[src/rtl/motor_pkg.sv]
// motor_pkg
// Shared definitions for the motor command sequencer:
//   - DIR_* : motor driver direction encodings (11 fwd, 00 bwd, 01 halt)
//   - CMD_* : ASCII command bytes understood by the sequencer
//   - chan_state_t : per-channel direction FSM states
//   - state_to_dir : maps a channel state onto its driver encoding
package motor_pkg;

  localparam logic [1:0] DIR_FWD  = 2'b11;
  localparam logic [1:0] DIR_BWD  = 2'b00;
  localparam logic [1:0] DIR_HALT = 2'b01;

  localparam logic [7:0] CMD_FWD   = 8'h46;  // 'F'
  localparam logic [7:0] CMD_BWD   = 8'h42;  // 'B'
  localparam logic [7:0] CMD_LEFT  = 8'h4C;  // 'L'
  localparam logic [7:0] CMD_RIGHT = 8'h52;  // 'R'
  localparam logic [7:0] CMD_STOP  = 8'h53;  // 'S'

  typedef enum logic [1:0] {
    ST_HALT,
    ST_FWD,
    ST_BWD,
    ST_DEAD
  } chan_state_t;

  // Only FWD and BWD drive the motor; HALT and DEAD both brake with 01,
  // so the illegal 10 pattern can never be produced.
  function automatic logic [1:0] state_to_dir(input chan_state_t s);
    case (s)
      ST_FWD:  return DIR_FWD;
      ST_BWD:  return DIR_BWD;
      default: return DIR_HALT;
    endcase
  endfunction

endpackage

[src/rtl/motor_dir_seq.sv]
// motor_dir_seq
// Direction sequencer for one motor channel. Follows the requested target
// direction, but a reversal (FWD<->BWD) is routed through a DEAD state that
// brakes the motor for exactly DEAD_US clock cycles before the new direction
// is applied.
// Ports:
//   clk_1MHz : 1 MHz system clock
//   rst_n    : asynchronous active-low reset
//   target   : requested direction (DIR_FWD / DIR_BWD / DIR_HALT)
//   dir      : registered driver direction output
module motor_dir_seq
  import motor_pkg::*;
#(
  parameter int DEAD_US = 20000
) (
  input  logic       clk_1MHz,
  input  logic       rst_n,
  input  logic [1:0] target,
  output logic [1:0] dir
);

  localparam int DCW = (DEAD_US > 0) ? $clog2(DEAD_US + 1) : 1;
  // Value of the counter during the final dead cycle; the counter starts at
  // zero on entry, so DEAD lasts DEAD_US cycles.
  localparam logic [DCW-1:0] DEAD_LAST = (DEAD_US > 1) ? DCW'(DEAD_US - 1) : '0;

  chan_state_t    state, state_next;
  logic [DCW-1:0] dead_cnt, dead_cnt_next;
  logic           tgt_fwd, tgt_bwd;

  assign tgt_fwd = (target == DIR_FWD);
  assign tgt_bwd = (target == DIR_BWD);

  // Next-state logic. The dead counter is held at zero outside DEAD so every
  // reversal starts a fresh dead period. A flip back to the original
  // direction during DEAD keeps counting; only a halt target cuts it short.
  always_comb begin
    state_next    = state;
    dead_cnt_next = '0;
    case (state)
      ST_HALT: begin
        if (tgt_fwd)      state_next = ST_FWD;
        else if (tgt_bwd) state_next = ST_BWD;
      end
      ST_FWD: begin
        if (tgt_bwd)       state_next = ST_DEAD;
        else if (!tgt_fwd) state_next = ST_HALT;
      end
      ST_BWD: begin
        if (tgt_fwd)       state_next = ST_DEAD;
        else if (!tgt_bwd) state_next = ST_HALT;
      end
      ST_DEAD: begin
        if (!tgt_fwd && !tgt_bwd) begin
          state_next = ST_HALT;
        end else if (dead_cnt == DEAD_LAST) begin
          state_next = tgt_fwd ? ST_FWD : ST_BWD;
        end else begin
          dead_cnt_next = dead_cnt + 1'b1;
        end
      end
      default: state_next = ST_HALT;
    endcase
  end

  // The output register is loaded from the next state so it changes on the
  // same edge as the state register and never glitches while the state holds.
  always_ff @(posedge clk_1MHz or negedge rst_n) begin
    if (!rst_n) begin
      state    <= ST_HALT;
      dead_cnt <= '0;
      dir      <= DIR_HALT;
    end else begin
      state    <= state_next;
      dead_cnt <= dead_cnt_next;
      dir      <= state_to_dir(state_next);
    end
  end

endmodule

[src/rtl/motor_cmd_seq.sv]
// motor_cmd_seq
// Two-wheel motor command sequencer. Accepts ASCII command bytes, decodes
// them into left/right target directions and hands each target to its own
// motor_dir_seq channel. A watchdog forces both targets to halt when no valid
// command has arrived for TIMEOUT_MS milliseconds.
// Ports:
//   clk_1MHz     : 1 MHz system clock
//   rst_n        : asynchronous active-low reset
//   cmd_valid    : command byte present
//   cmd_data     : command byte
//   cmd_ready    : registered, high in every cycle out of reset
//   dir_left     : left driver direction (11 fwd, 00 bwd, 01 halt)
//   dir_right    : right driver direction, same encoding
//   timeout_flag : watchdog expired, motors forced to halt
module motor_cmd_seq
  import motor_pkg::*;
#(
  parameter int DEAD_US    = 20000,
  parameter int TIMEOUT_MS = 500
) (
  input  logic       clk_1MHz,
  input  logic       rst_n,
  input  logic       cmd_valid,
  input  logic [7:0] cmd_data,
  output logic       cmd_ready,
  output logic [1:0] dir_left,
  output logic [1:0] dir_right,
  output logic       timeout_flag
);

  localparam int MSW = (TIMEOUT_MS > 0) ? $clog2(TIMEOUT_MS + 1) : 1;
  localparam logic [9:0]     PRE_LAST = 10'd999;
  localparam logic [MSW-1:0] MS_LAST  = (TIMEOUT_MS > 1) ? MSW'(TIMEOUT_MS - 1) : '0;
  localparam logic [MSW-1:0] MS_FULL  = MSW'(TIMEOUT_MS);

  logic           dec_hit;
  logic [1:0]     dec_left, dec_right;
  logic           cmd_hit;
  logic           wd_expire;
  logic [9:0]     pre_cnt;
  logic [MSW-1:0] ms_cnt;
  logic [1:0]     tgt_left, tgt_right;

  // Command byte decode; unknown bytes are still accepted but ignored.
  always_comb begin
    dec_hit   = 1'b1;
    dec_left  = DIR_HALT;
    dec_right = DIR_HALT;
    case (cmd_data)
      CMD_FWD:   begin dec_left = DIR_FWD; dec_right = DIR_FWD; end
      CMD_BWD:   begin dec_left = DIR_BWD; dec_right = DIR_BWD; end
      CMD_LEFT:  begin dec_left = DIR_BWD; dec_right = DIR_FWD; end
      CMD_RIGHT: begin dec_left = DIR_FWD; dec_right = DIR_BWD; end
      CMD_STOP:  begin dec_left = DIR_HALT; dec_right = DIR_HALT; end
      default:   dec_hit = 1'b0;
    endcase
  end

  assign cmd_hit = cmd_valid && cmd_ready && dec_hit;

  // Expiry is the edge on which the ms counter would reach TIMEOUT_MS; a
  // valid command on that same edge wins and restarts the watchdog instead.
  assign wd_expire = !cmd_hit && (ms_cnt != MS_FULL) &&
                     (pre_cnt == PRE_LAST) && (ms_cnt == MS_LAST);

  always_ff @(posedge clk_1MHz or negedge rst_n) begin
    if (!rst_n) cmd_ready <= 1'b0;
    else        cmd_ready <= 1'b1;
  end

  // Watchdog: microsecond prescaler feeding a millisecond counter. Once the
  // ms counter reaches TIMEOUT_MS both counters freeze until the next valid
  // command, so nothing wraps.
  always_ff @(posedge clk_1MHz or negedge rst_n) begin
    if (!rst_n) begin
      pre_cnt <= '0;
      ms_cnt  <= '0;
    end else if (cmd_hit) begin
      pre_cnt <= '0;
      ms_cnt  <= '0;
    end else if (ms_cnt != MS_FULL) begin
      if (pre_cnt == PRE_LAST) begin
        pre_cnt <= '0;
        ms_cnt  <= ms_cnt + 1'b1;
      end else begin
        pre_cnt <= pre_cnt + 1'b1;
      end
    end
  end

  // Target registers and timeout flag. The latest valid command always
  // overwrites the targets, even while a channel is in its dead time.
  always_ff @(posedge clk_1MHz or negedge rst_n) begin
    if (!rst_n) begin
      tgt_left     <= DIR_HALT;
      tgt_right    <= DIR_HALT;
      timeout_flag <= 1'b0;
    end else if (cmd_hit) begin
      tgt_left     <= dec_left;
      tgt_right    <= dec_right;
      timeout_flag <= 1'b0;
    end else if (wd_expire) begin
      tgt_left     <= DIR_HALT;
      tgt_right    <= DIR_HALT;
      timeout_flag <= 1'b1;
    end
  end

  motor_dir_seq #(.DEAD_US(DEAD_US)) u_left (
    .clk_1MHz (clk_1MHz),
    .rst_n    (rst_n),
    .target   (tgt_left),
    .dir      (dir_left)
  );

  motor_dir_seq #(.DEAD_US(DEAD_US)) u_right (
    .clk_1MHz (clk_1MHz),
    .rst_n    (rst_n),
    .target   (tgt_right),
    .dir      (dir_right)
  );

endmodule

[config.mk]
export PLATFORM = sky130hd
export DESIGN_NAME = motor_cmd_seq
export DESIGN_NICKNAME = d
export VERILOG_FILES = /design/src/rtl/motor_pkg.sv /design/src/rtl/motor_dir_seq.sv /design/src/rtl/motor_cmd_seq.sv
export SDC_FILE = /design/constraint.sdc
export NUM_CORES = 1
export LEC_CHECK = 0
export CELL_PAD_IN_SITES_DETAIL_PLACEMENT = 0
export CELL_PAD_IN_SITES_GLOBAL_PLACEMENT = 2
export CORE_MARGIN = 2
export CORE_UTILIZATION = 40
export DETAILED_ROUTE_END_ITERATION = 10
export PLACE_DENSITY_LB_ADDON = 0.1
export SLEW_MARGIN = 0
export SYNTH_ARGS = -nofsm -noshare
export SYNTH_HDL_FRONTEND = slang
export SYNTH_SLANG_ARGS = --single-unit
export TNS_END_PERCENT = 10
[constraint.sdc]
create_clock -name clk_1MHz -period 3.9 [get_ports clk_1MHz]
set_input_delay 0.78 -clock clk_1MHz [delete_from_list [all_inputs] [get_ports clk_1MHz]]
set_output_delay 0.78 -clock clk_1MHz [all_outputs]
set_load 0.01 [all_outputs]
==> results.ini <==
[cells_and_area]
drive_above_1_share_pct = 8.75
n_fill_cell = 799
area_growth_syn_to_fin_pct = 15.3
antenna-diode-count = 0
final_net_count = 392
most_used_cells_in_the_layout_excluding_fill_and_tap_cells = sky130_fd_sc_hd__dfrtp_1, sky130_fd_sc_hd__nor2_1, sky130_fd_sc_hd__nand2_1, sky130_fd_sc_hd__a21oi_1, sky130_fd_sc_hd__nand3_1
mostFrequentLayoutCell = sky130_fd_sc_hd__dfrtp_1

[global_route]
top_usage_layer = met2
grt_first_pass_wirelength_mm = 12.1
grt_antenna_before_repair = 0
globalRouteMet3Util_pct = 3.95
track_usage_pct = 17.2
grt_max_degree = 40
grt_remaining_overflow = 0
vias_in_the_first_global_route = 2548
use_met2_pct = 26.2
globalRouteMet1Util_pct = 23.8

[power_and_ir_drop]
power.static_leakage_uw = 0.00153
finalPower_uw = 1820
intPower_uw = 1310
pwr_density_cell_nw_per_um2 = 474
share_seq_of_total_power_pct = 45.8
ir_worst_vdd_mv = 0.174
power_switching_uw = 518
power.share.clock_pct = 38.2
power.share.combinational_pct = 16.0
switching_share_pct = 28.4

[routing]
remaining_drc_errors = 0
avgViaCountPerCell = 5.39
antenna_left = 0
route.detailed.wl_per_inst_microns = 14.4
detail_route.first_pass.iterations = 4
route.final.wire_length_mm = 6.96
detailroute.via_count = 2599
drt_iter0_drc = 70

[placement]
io_buffers = 16
hpwl_mm = 4.80
place_congestion = 0.731

[synthesis]
simple_gate_share_of_the_synthesized_area_pct = 25.8
yosysTopAreaCell = sky130_fd_sc_hd__dfrtp_1
ys_ff_latch = 63
synth-warning-count = 0
post_synthesis_share_of_cell_area_spent_on_xor_and_xnor_gates_pct = 7.34
synth-seq-area-share_pct = 47.3
synth_compound_gate_area_share_pct = 12.9
biggest_area_contributors_in_the_synthesized_netlist = sky130_fd_sc_hd__dfrtp_1, sky130_fd_sc_hd__nor2_1, sky130_fd_sc_hd__xnor2_1
ys_types = 54
synthesis.nets = 374
average_instance_area_after_synthesis_sq_um = 9.44
postSynthCellCount = 354
synth_fa_ha_area_share_pct = 3.37
postSynth.topFlopCell = sky130_fd_sc_hd__dfrtp_1
dominant_combinational_cell_family_by_area_after_synthesis = simple AND/OR/NAND/NOR gates
async_flop_share_pct = 100
mappedNetlistArea_sq_um = 3340
synth_enable_flop_cells = 0
muxShareOfSynthArea_pct = 0
synth_top_cell_area_share_pct = 44.2

[sta]
setup_violations = 0
finClkSkew_ns = 0.00417
fmaxAchievable_mhz = 392
finalWorstPathRequiredPeriod_ns = 2.55
worst_case_headroom_to_the_max_slew_limit_pct = 40.5
timing.final.crit_share_pct = 65.4
rsz_0062_raised_after_global_routing = false
slew_viol_final = 0
fin_setup_tns_ns = 0
worst_slew_pin_slew_ns = 0.886
final-hold-violation-count = 0

[run]
maxCapViolCount = 0

[cts]
clock-sinks = 63
post_cts_resized = 0
clock_path_buffers = 2
htree_levels = 3
clock_insertion_delay_worst_skew_ns = 0.34
post_cts_buffers = 0
cts.hold.buffers_added = 0
tritoncts_clock_tree = done
root_buffer = sky130_fd_sc_hd__clkbuf_8
tritoncts.num_buffers = 9
clk_pin_slew_worst_paths_ns = 0.07

[floorplanning]
die_area_sq_um = 9100
chipHeight_microns = 95.4
initial_utilization_pct = 40.9
count_of_pins_on_the_block_boundary = 17
site_rows = 33
die_width_microns = 95.4
core-area_sq_um = 8180

[critical_path]
cp-startpoint = cmd_valid
timing_worst_setup_path_type = in -> reg
timing.critical_path.arrival_ns = 2.77
timing.rr.start = u_left.dead_cnt[0]
worstPathRequired_ns = 4.12
timing.critical_path.fanout_max = 11
critical_path_start_type = primary input
end_kind = register

[outcome]
run_status = completed

[min_path]
hold_path_startpoint = u_right.dead_cnt[0]
hold_class = reg -> reg

==> cells by family (layout without fill, tap and decap cells) <==
family	count (synthesis)	after routing
AND/OR/NAND/NOR	159	159
AO/OA/AOI/OAI	67	67
flip-flops	63	63
XOR/XNOR	28	28
buffers and inverters	27	50
adder cells (fa/ha/maj)	9	9
other	1	1
==> Yosys cell counts, types with 2 or more instances <==
| master | instances |
|---|---|
| sky130_fd_sc_hd__a211oi_1 | 4 |
| sky130_fd_sc_hd__a21oi_1 | 20 |
| sky130_fd_sc_hd__a311oi_1 | 2 |
| sky130_fd_sc_hd__a31oi_1 | 5 |
| sky130_fd_sc_hd__and2_1 | 2 |
| sky130_fd_sc_hd__and3_1 | 6 |
| sky130_fd_sc_hd__and4_1 | 5 |
| sky130_fd_sc_hd__buf_2 | 2 |
| sky130_fd_sc_hd__clkbuf_1 | 10 |
| sky130_fd_sc_hd__dfrtp_1 | 59 |
| sky130_fd_sc_hd__dfstp_2 | 4 |
| sky130_fd_sc_hd__ha_1 | 9 |
| sky130_fd_sc_hd__inv_1 | 14 |
| sky130_fd_sc_hd__nand2_1 | 27 |
| sky130_fd_sc_hd__nand2b_1 | 3 |
| sky130_fd_sc_hd__nand3_1 | 17 |
| sky130_fd_sc_hd__nand3b_1 | 2 |
| sky130_fd_sc_hd__nand4_1 | 11 |
| sky130_fd_sc_hd__nand4b_1 | 3 |
| sky130_fd_sc_hd__nand4bb_1 | 2 |
| sky130_fd_sc_hd__nor2_1 | 40 |
| sky130_fd_sc_hd__nor3_1 | 11 |
| sky130_fd_sc_hd__nor3b_1 | 2 |
| sky130_fd_sc_hd__nor4_1 | 5 |
| sky130_fd_sc_hd__nor4b_1 | 4 |
| sky130_fd_sc_hd__o211ai_1 | 3 |
| sky130_fd_sc_hd__o21a_1 | 4 |
| sky130_fd_sc_hd__o21ai_0 | 12 |
| sky130_fd_sc_hd__o31ai_1 | 6 |
| sky130_fd_sc_hd__or2_2 | 2 |
| sky130_fd_sc_hd__or3_1 | 6 |
| sky130_fd_sc_hd__or4_1 | 4 |
| sky130_fd_sc_hd__xnor2_1 | 15 |
| sky130_fd_sc_hd__xor2_1 | 13 |
==> power groups by stage <==
stage          clock [uW]  combinational, uW  sequential, uW
3_5_place_dp            0                294             846
3_3_place_gp            0                290             847
6_report              696                292             837
5_1_grt               751                334             854
4_1_cts               715                297             835
2_1_floorplan           0                207             817
==> area by class of cell <==
cell class | count | area [sq um] | share of cell area, %
clock buffer | 10 | 138 | 3.57
clock inverter | 6 | 108 | 2.79
inverter | 14 | 52.6 | 1.36
multi-input combinational | 264 | 1660 | 43.0
sequential | 63 | 1580 | 41.1
tap | 105 | 131 | 3.41
timing repair buffer | 20 | 185 | 4.81
==> routing by layer <==
| layer | up-vias | wire (microns) |
|---|---|---|
| met5 | - | 0 |
| met4 | 0 | 79 |
| met3 | 6 | 165 |
| met2 | 23 | 3250 |
| met1 | 1257 | 3470 |
| li1 | 1313 | - |
==> final timing paths <==
path | end | slack, ns | depth (start not counted)
max | tgt_left[1] | 1.35 | 6
min | u_right.dead_cnt[0] | 0.45 | 1
max reg2reg | u_left.dir[1] | 1.60 | 5
min reg2reg | u_right.dead_cnt[0] | 0.45 | 1
max in group asynchronous | u_right.dir[0] | 2.43 | 2
min in group asynchronous | u_right.dead_cnt[13] | 0.56 | 1
==> critical path: stages <==
cell and delay, ns:
sky130_fd_sc_hd__clkdlybuf4s50_1 0.48, sky130_fd_sc_hd__nand2_1 0.07, sky130_fd_sc_hd__or4b_2 0.67, sky130_fd_sc_hd__nor2_2 0.42
sky130_fd_sc_hd__buf_4 0.27, sky130_fd_sc_hd__o31ai_1 0.08
==> through the flow <==
stage	hold WS [ns]	utilization, %	cell area, sq um	cells	setup slack (ns)
3_3_place_gp	0.444	44.1	3610	466	0.994
4_1_cts	0.455	47.1	3850	482	1.35
2_1_floorplan	0.424	-	3340	354	1.72
5_1_grt	0.474	47.1	3850	482	1.21
6_report	0.451	47.1	3850	482	1.35
3_5_place_dp	0.446	44.1	3610	466	0.975
==> sequential cells by signal, summed over array words and instances (netlist names) <==
signal            count
pre_cnt              10
ms_cnt                9
u_right.dead_cnt     15
u_left.dead_cnt      15
cmd_ready             1
u_left.state          2
u_left.dir            2
u_right.state         2
u_right.dir           2
tgt_left              2
tgt_right             2
timeout_flag          1
(Power assumes the default switching activity.)
